## config.mk

```make
export PLATFORM = sky130hd
export DESIGN_NAME = hazard_ctrl
export DESIGN_NICKNAME = d
export VERILOG_FILES = /design/src/rtl/hazard_ctrl.sv
export SDC_FILE = /design/constraint.sdc
export NUM_CORES = 1
export LEC_CHECK = 0
export BUFFER_PORTS_ARGS = -buffer_cell sky130_fd_sc_hd__buf_2
export CAP_MARGIN = 20
export CELL_PAD_IN_SITES_DETAIL_PLACEMENT = 1
export CELL_PAD_IN_SITES_GLOBAL_PLACEMENT = 2
export CORE_UTILIZATION = 29
export DETAILED_ROUTE_END_ITERATION = 10
export GPL_TIMING_DRIVEN = 0
export HOLD_SLACK_MARGIN = 0.05
export PLACE_DENSITY = 0.91
export SLEW_MARGIN = 20
export SYNTH_ARGS = -nofsm -noshare
export SYNTH_HDL_FRONTEND = slang
export SYNTH_SLANG_ARGS = --single-unit
export TNS_END_PERCENT = 1
```

## constraint.sdc

```tcl
create_clock -name clk -period 4.7 [get_ports clk]
set_clock_uncertainty 0.2 [all_clocks]
set_input_delay 1.175 -clock clk [delete_from_list [all_inputs] [get_ports clk]]
set_output_delay 1.175 -clock clk [all_outputs]
set_load 0.01 [all_outputs]
```

## src/rtl/hazard_ctrl.sv

```systemverilog
// Hazard controller for the 5-stage core: ID-stage forwarding selects, stall/flush
// sequencing for branches and load-use, a memory-busy hold and saturating event counters.
module hazard_ctrl #(
  parameter int REG_ADDR_WIDTH = 5,
  parameter int CNT_WIDTH      = 16
) (
  input  logic                      clk,
  input  logic                      reset,
  input  logic [REG_ADDR_WIDTH-1:0] IF_ID_rs1,
  input  logic [REG_ADDR_WIDTH-1:0] IF_ID_rs2,
  input  logic                      IF_ID_use_rs1,
  input  logic                      IF_ID_use_rs2,
  input  logic                      IF_ID_is_branch,
  input  logic [REG_ADDR_WIDTH-1:0] ID_EX_rd,
  input  logic                      ID_EX_reg_wr_en,
  input  logic                      ID_EX_mem_read,
  input  logic [REG_ADDR_WIDTH-1:0] EX_MEM_rd,
  input  logic                      EX_MEM_reg_wr_en,
  input  logic                      EX_MEM_mem_read,
  input  logic                      pc_sel,
  input  logic                      mem_busy,
  input  logic                      cnt_clr,
  output logic [1:0]                forward_comp1,
  output logic [1:0]                forward_comp2,
  output logic                      pc_write_en,
  output logic                      IF_ID_write_en,
  output logic                      ID_EX_bubble,
  output logic                      IF_ID_flush,
  output logic [CNT_WIDTH-1:0]      stall_count,
  output logic [CNT_WIDTH-1:0]      flush_count
);

  typedef enum logic [1:0] {RUN, STALL, HOLD} state_e;

  state_e               state_q, state_d;
  state_e               saved_state_q, saved_state_d;
  logic [1:0]           remain_q, remain_d;
  logic [1:0]           saved_remain_q, saved_remain_d;
  logic [CNT_WIDTH-1:0] stall_cnt_q, stall_cnt_d;
  logic [CNT_WIDTH-1:0] flush_cnt_q, flush_cnt_d;

  logic ex_mem_dep1, ex_mem_dep2;
  logic id_ex_dep1, id_ex_dep2, id_ex_dep;
  logic [1:0] stall_need;

  // x0 never carries a result, so a match on register 0 is not a dependency.
  assign ex_mem_dep1 = EX_MEM_reg_wr_en && (EX_MEM_rd != '0) && IF_ID_use_rs1 && (EX_MEM_rd == IF_ID_rs1);
  assign ex_mem_dep2 = EX_MEM_reg_wr_en && (EX_MEM_rd != '0) && IF_ID_use_rs2 && (EX_MEM_rd == IF_ID_rs2);
  assign id_ex_dep1  = ID_EX_reg_wr_en && (ID_EX_rd != '0) && IF_ID_use_rs1 && (ID_EX_rd == IF_ID_rs1);
  assign id_ex_dep2  = ID_EX_reg_wr_en && (ID_EX_rd != '0) && IF_ID_use_rs2 && (ID_EX_rd == IF_ID_rs2);
  assign id_ex_dep   = id_ex_dep1 || id_ex_dep2;

  always_comb begin
    stall_need = 2'd0;
    if (IF_ID_is_branch && id_ex_dep) begin
      stall_need = ID_EX_mem_read ? 2'd2 : 2'd1;
    end else if (!IF_ID_is_branch && ID_EX_mem_read && id_ex_dep) begin
      stall_need = 2'd1;
    end
  end

  always_comb begin
    forward_comp1 = 2'b00;
    forward_comp2 = 2'b00;
    if (!reset && ex_mem_dep1) forward_comp1 = EX_MEM_mem_read ? 2'b10 : 2'b01;
    if (!reset && ex_mem_dep2) forward_comp2 = EX_MEM_mem_read ? 2'b10 : 2'b01;
  end

  // Priority: reset, then memory hold, then stall, then flush.
  always_comb begin
    pc_write_en    = 1'b1;
    IF_ID_write_en = 1'b1;
    ID_EX_bubble   = 1'b0;
    IF_ID_flush    = 1'b0;
    state_d        = state_q;
    remain_d       = remain_q;
    saved_state_d  = saved_state_q;
    saved_remain_d = saved_remain_q;
    if (reset) begin
      state_d = RUN;
    end else if (mem_busy || state_q == HOLD) begin
      pc_write_en    = 1'b0;
      IF_ID_write_en = 1'b0;
      if (mem_busy) begin
        if (state_q != HOLD) begin
          saved_state_d  = state_q;
          saved_remain_d = remain_q;
        end
        state_d = HOLD;
      end else begin
        state_d  = saved_state_q;
        remain_d = saved_remain_q;
      end
    end else if (state_q == STALL) begin
      pc_write_en    = 1'b0;
      IF_ID_write_en = 1'b0;
      ID_EX_bubble   = 1'b1;
      remain_d       = remain_q - 2'd1;
      if (remain_d == 2'd0) state_d = RUN;
    end else begin
      if (stall_need != 2'd0) begin
        pc_write_en    = 1'b0;
        IF_ID_write_en = 1'b0;
        ID_EX_bubble   = 1'b1;
        if (stall_need == 2'd2) begin
          state_d  = STALL;
          remain_d = stall_need - 2'd1;
        end
      end else if (pc_sel) begin
        IF_ID_flush = 1'b1;
      end
    end
  end

  always_comb begin
    stall_cnt_d = stall_cnt_q;
    flush_cnt_d = flush_cnt_q;
    if (cnt_clr) begin
      stall_cnt_d = '0;
      flush_cnt_d = '0;
    end else begin
      if (ID_EX_bubble && !(&stall_cnt_q)) stall_cnt_d = stall_cnt_q + 1'b1;
      if (IF_ID_flush && !(&flush_cnt_q)) flush_cnt_d = flush_cnt_q + 1'b1;
    end
  end

  always_ff @(posedge clk) begin
    if (reset) begin
      state_q        <= RUN;
      remain_q       <= 2'd0;
      saved_state_q  <= RUN;
      saved_remain_q <= 2'd0;
      stall_cnt_q    <= '0;
      flush_cnt_q    <= '0;
    end else begin
      state_q        <= state_d;
      remain_q       <= remain_d;
      saved_state_q  <= saved_state_d;
      saved_remain_q <= saved_remain_d;
      stall_cnt_q    <= stall_cnt_d;
      flush_cnt_q    <= flush_cnt_d;
    end
  end

  assign stall_count = stall_cnt_q;
  assign flush_count = flush_cnt_q;

endmodule

```

==> results.tsv <==
metric	value	unit
grt_overflow	0	
diodes	0	
rr_endpoint	flush_count[0]	
rows	32	
io-pin-count	72	
finalCriticalPeriod	4.56	ns
timing.hold.worst.class	register to register	
synth-seq-cells	40	
reg2reg_from	flush_count[0]	
cts_root_buffer	clkbuf_8	
grt_antenna_before_repair	0	
die_area	8680	um2
clkLatencyLatePin	0.29	ns
clkSinkCount	40	
worst_pin_slew	0.937	ns
ys_types	47	
setup-violations-final	0	
status	complete, no violations	
crit_path_end_kind	output port	
synth_warnings	0	
dp_slack	-0.136	ns
grt.total_usage	17.7	%
critPathLaunchType	input pin	
port_buffers	71	
p_per_area	236	nW/um2
first_pass_iters	4	
crit_type	input pin to output port	
drt-initial-drc-count	44	
drive_above_1_share	24.6	%
syn-mean-instance-area	7.98	um2
finalWeightedCongestion	0.781	
synth-edff-count	0	
cts_buffers	5	
max_cap_viol_count	0	
grt_pass1_vias	2598	
multiInputGateArea	1550	um2
drt-vias-per-instance	5.31	
vias	2569	
clk_transition_reported_paths	0.08	ns
clock_path_buffers	2	
start_util	30.6	%
ant_nets	0	
fin_crit_sh	97.0	%
cp_data_arrival_time	3.18	ns
worstRegToRegCells	6	
r2r_slack	2.22	ns
die_w	93.2	um
ys_seq_area_share	33.2	%
final_net_count	418	
dp_hpwl	5.59	mm
die_h	93.2	um
syn_inst	302	
coreArea	7890	um2
grt_max_degree	13	
drt-total-wl	7.15	mm
synth_area	2410	um2
holdPathStages	2	
finalMaxSlewViolations	0	
seqCellArea	801	um2
drc	0	
grt_pass1_wl	12.4	mm
syn2layout_area_growth	27.3	%
tritoncts	built	
relSlewSlack	37.0	%
fillers	983	
syn_nets	339	
finalHoldViolCount	0	
avgRoutedWirePerCell	14.8	um
h-tree-depth	2	
ys.flop_type	dfxtp_1	
timing.final.ws_setup	0.141	ns
hold_end	saved_remain_q[1]	
async_flop_share	0	%
critPathRequiredTime	3.32	ns
p_leak	1.17	nW
fmax	0.219	GHz
ir_drop	0.138	mV
worst-path-max-fanout	6	
p_total	0.000724	W
hp-start	saved_remain_q[1]	
[sequential cells by signal (all words and copies together) (netlist names)]
register        flops
saved_remain_q      2
flush_count        16
remain_q            2
state_q             2
stall_count        16
saved_state_q       2
[cell type report]
| cell class | count | share of cell area [%] |
|---|---|---|
| clock buffer | 7 | 3.14 |
| sequential | 40 | 26.1 |
| inverter | 11 | 1.35 |
| multi-input combinational | 238 | 50.6 |
| buffer | 13 | 1.80 |
| timing repair buffer | 72 | 11.8 |
| clock inverter | 1 | 0.979 |
| tap | 102 | 4.16 |
[what timing repair did]
action | 4_1_cts | 5_1_grt
hold buffers | 0 | 0
setup buffers | 0 | 1
pin swaps | 2 | 4
gates resized for setup | 2 | 6
endpoints found under the setup margin | 2 | 2
[metal layers]
metal  GRT usage (%)  vias up  share of wire [%]
met5               0        -                  0
met4            4.62        0               0.95
met3            3.25        6                4.3
met2            30.4       63                 48
met1            22.8     1237                 47
li1                -     1263                  -
[placed cells by master, fill, tap and decap left out, types with 13 or more instances in the layout]
cell type	n
xor2_1	17
buf_2	73
nand4_1	13
nand2_1	13
xnor2_1	22
a21oi_1	17
nor2_1	40
dfxtp_1	40
nand3_1	19
nor3_1	13
[kinds of logic (layout without fill, tap and decap cells)]
| kind of cell | after synthesis | in the layout | synth area share (%) |
|---|---|---|---|
| fa+ha+maj | 6 | 6 | 3.06 |
| compound gates | 47 | 47 | 12.3 |
| xor+xnor | 39 | 39 | 14.2 |
| flops | 40 | 40 | 33.2 |
| mux | 2 | 2 | 1.35 |
| buf+inv | 24 | 104 | 4.00 |
| simple gates | 144 | 144 | 31.9 |
[through the flow]
stage / TNS (ns) / cell area (um2) / hold WS (ns) / instances / util [%]
finish: 0 / 3070 / 0.294 / 484 / 38.9
global route: -0.0148 / 3070 / 0.309 / 484 / 38.9
CTS: -0.0579 / 3030 / 0.289 / 483 / 38.4
detailed placement: -0.241 / 2890 / 0.271 / 475 / 36.7
global placement: -0.0976 / 2890 / 0.259 / 475 / 36.7
floorplan: 0 / 2410 / 0.250 / 302 / -
[worst max path at each step]
stage            startpoint      endpoint  slack [ns]  cells after the start
3_3_place_gp    ID_EX_rd[1]   IF_ID_flush       -0.06                     10
4_1_cts         ID_EX_rd[1]   IF_ID_flush       -0.03                     10
5_1_grt        IF_ID_rs1[2]  ID_EX_bubble       -0.01                     11
3_5_place_dp   IF_ID_rs1[4]  ID_EX_bubble       -0.14                     11
6_report       IF_ID_rs1[2]  ID_EX_bubble        0.14                     11
2_1_floorplan  IF_ID_rs1[4]  ID_EX_bubble        0.40                      9
[Yosys cell counts (3+ instances only)]
cell type	number	area, um2
nor2_1	40	150
or4_1	8	60.1
a21oi_1	17	85.1
nand4_1	13	81.3
nor3b_1	3	22.5
xnor2_1	22	193
clkbuf_1	8	30.0
and3_1	6	37.5
o31ai_1	6	45.0
a31oi_1	4	25.0
dfxtp_1	40	801
nor3_1	13	65.1
o21ai_0	7	35.0
nand2_1	13	48.8
and4_1	3	26.3
inv_1	10	37.5
nand3_1	19	95.1
nor4_1	10	62.6
xor2_1	17	149
a211oi_1	3	22.5
ha_1	5	62.6
and2_1	3	18.8
[power breakdown]
part / switching, W / internal (W) / leakage [nW] / total, W
combinational: 0.0000398 / 0.0000299 / 0.780 / 0.0000698
clock: 0.000126 / 0.000188 / 0.0645 / 0.000314
sequential: 0.000000622 / 0.000340 / 0.322 / 0.000340
total: 0.000167 / 0.000557 / 1.17 / 0.000724
[critical path: stages]
cell and delay (ns):
buf_2 0.12, xor2_1 0.16, nor4_1 0.29, a32oi_1 0.19, nor3b_2 0.23, inv_1 0.11
ha_4 0.19, maj3_2 0.35, nand2b_4 0.18, inv_1 0.07, buf_2 0.12
Power figures use the tool's default switching activity.
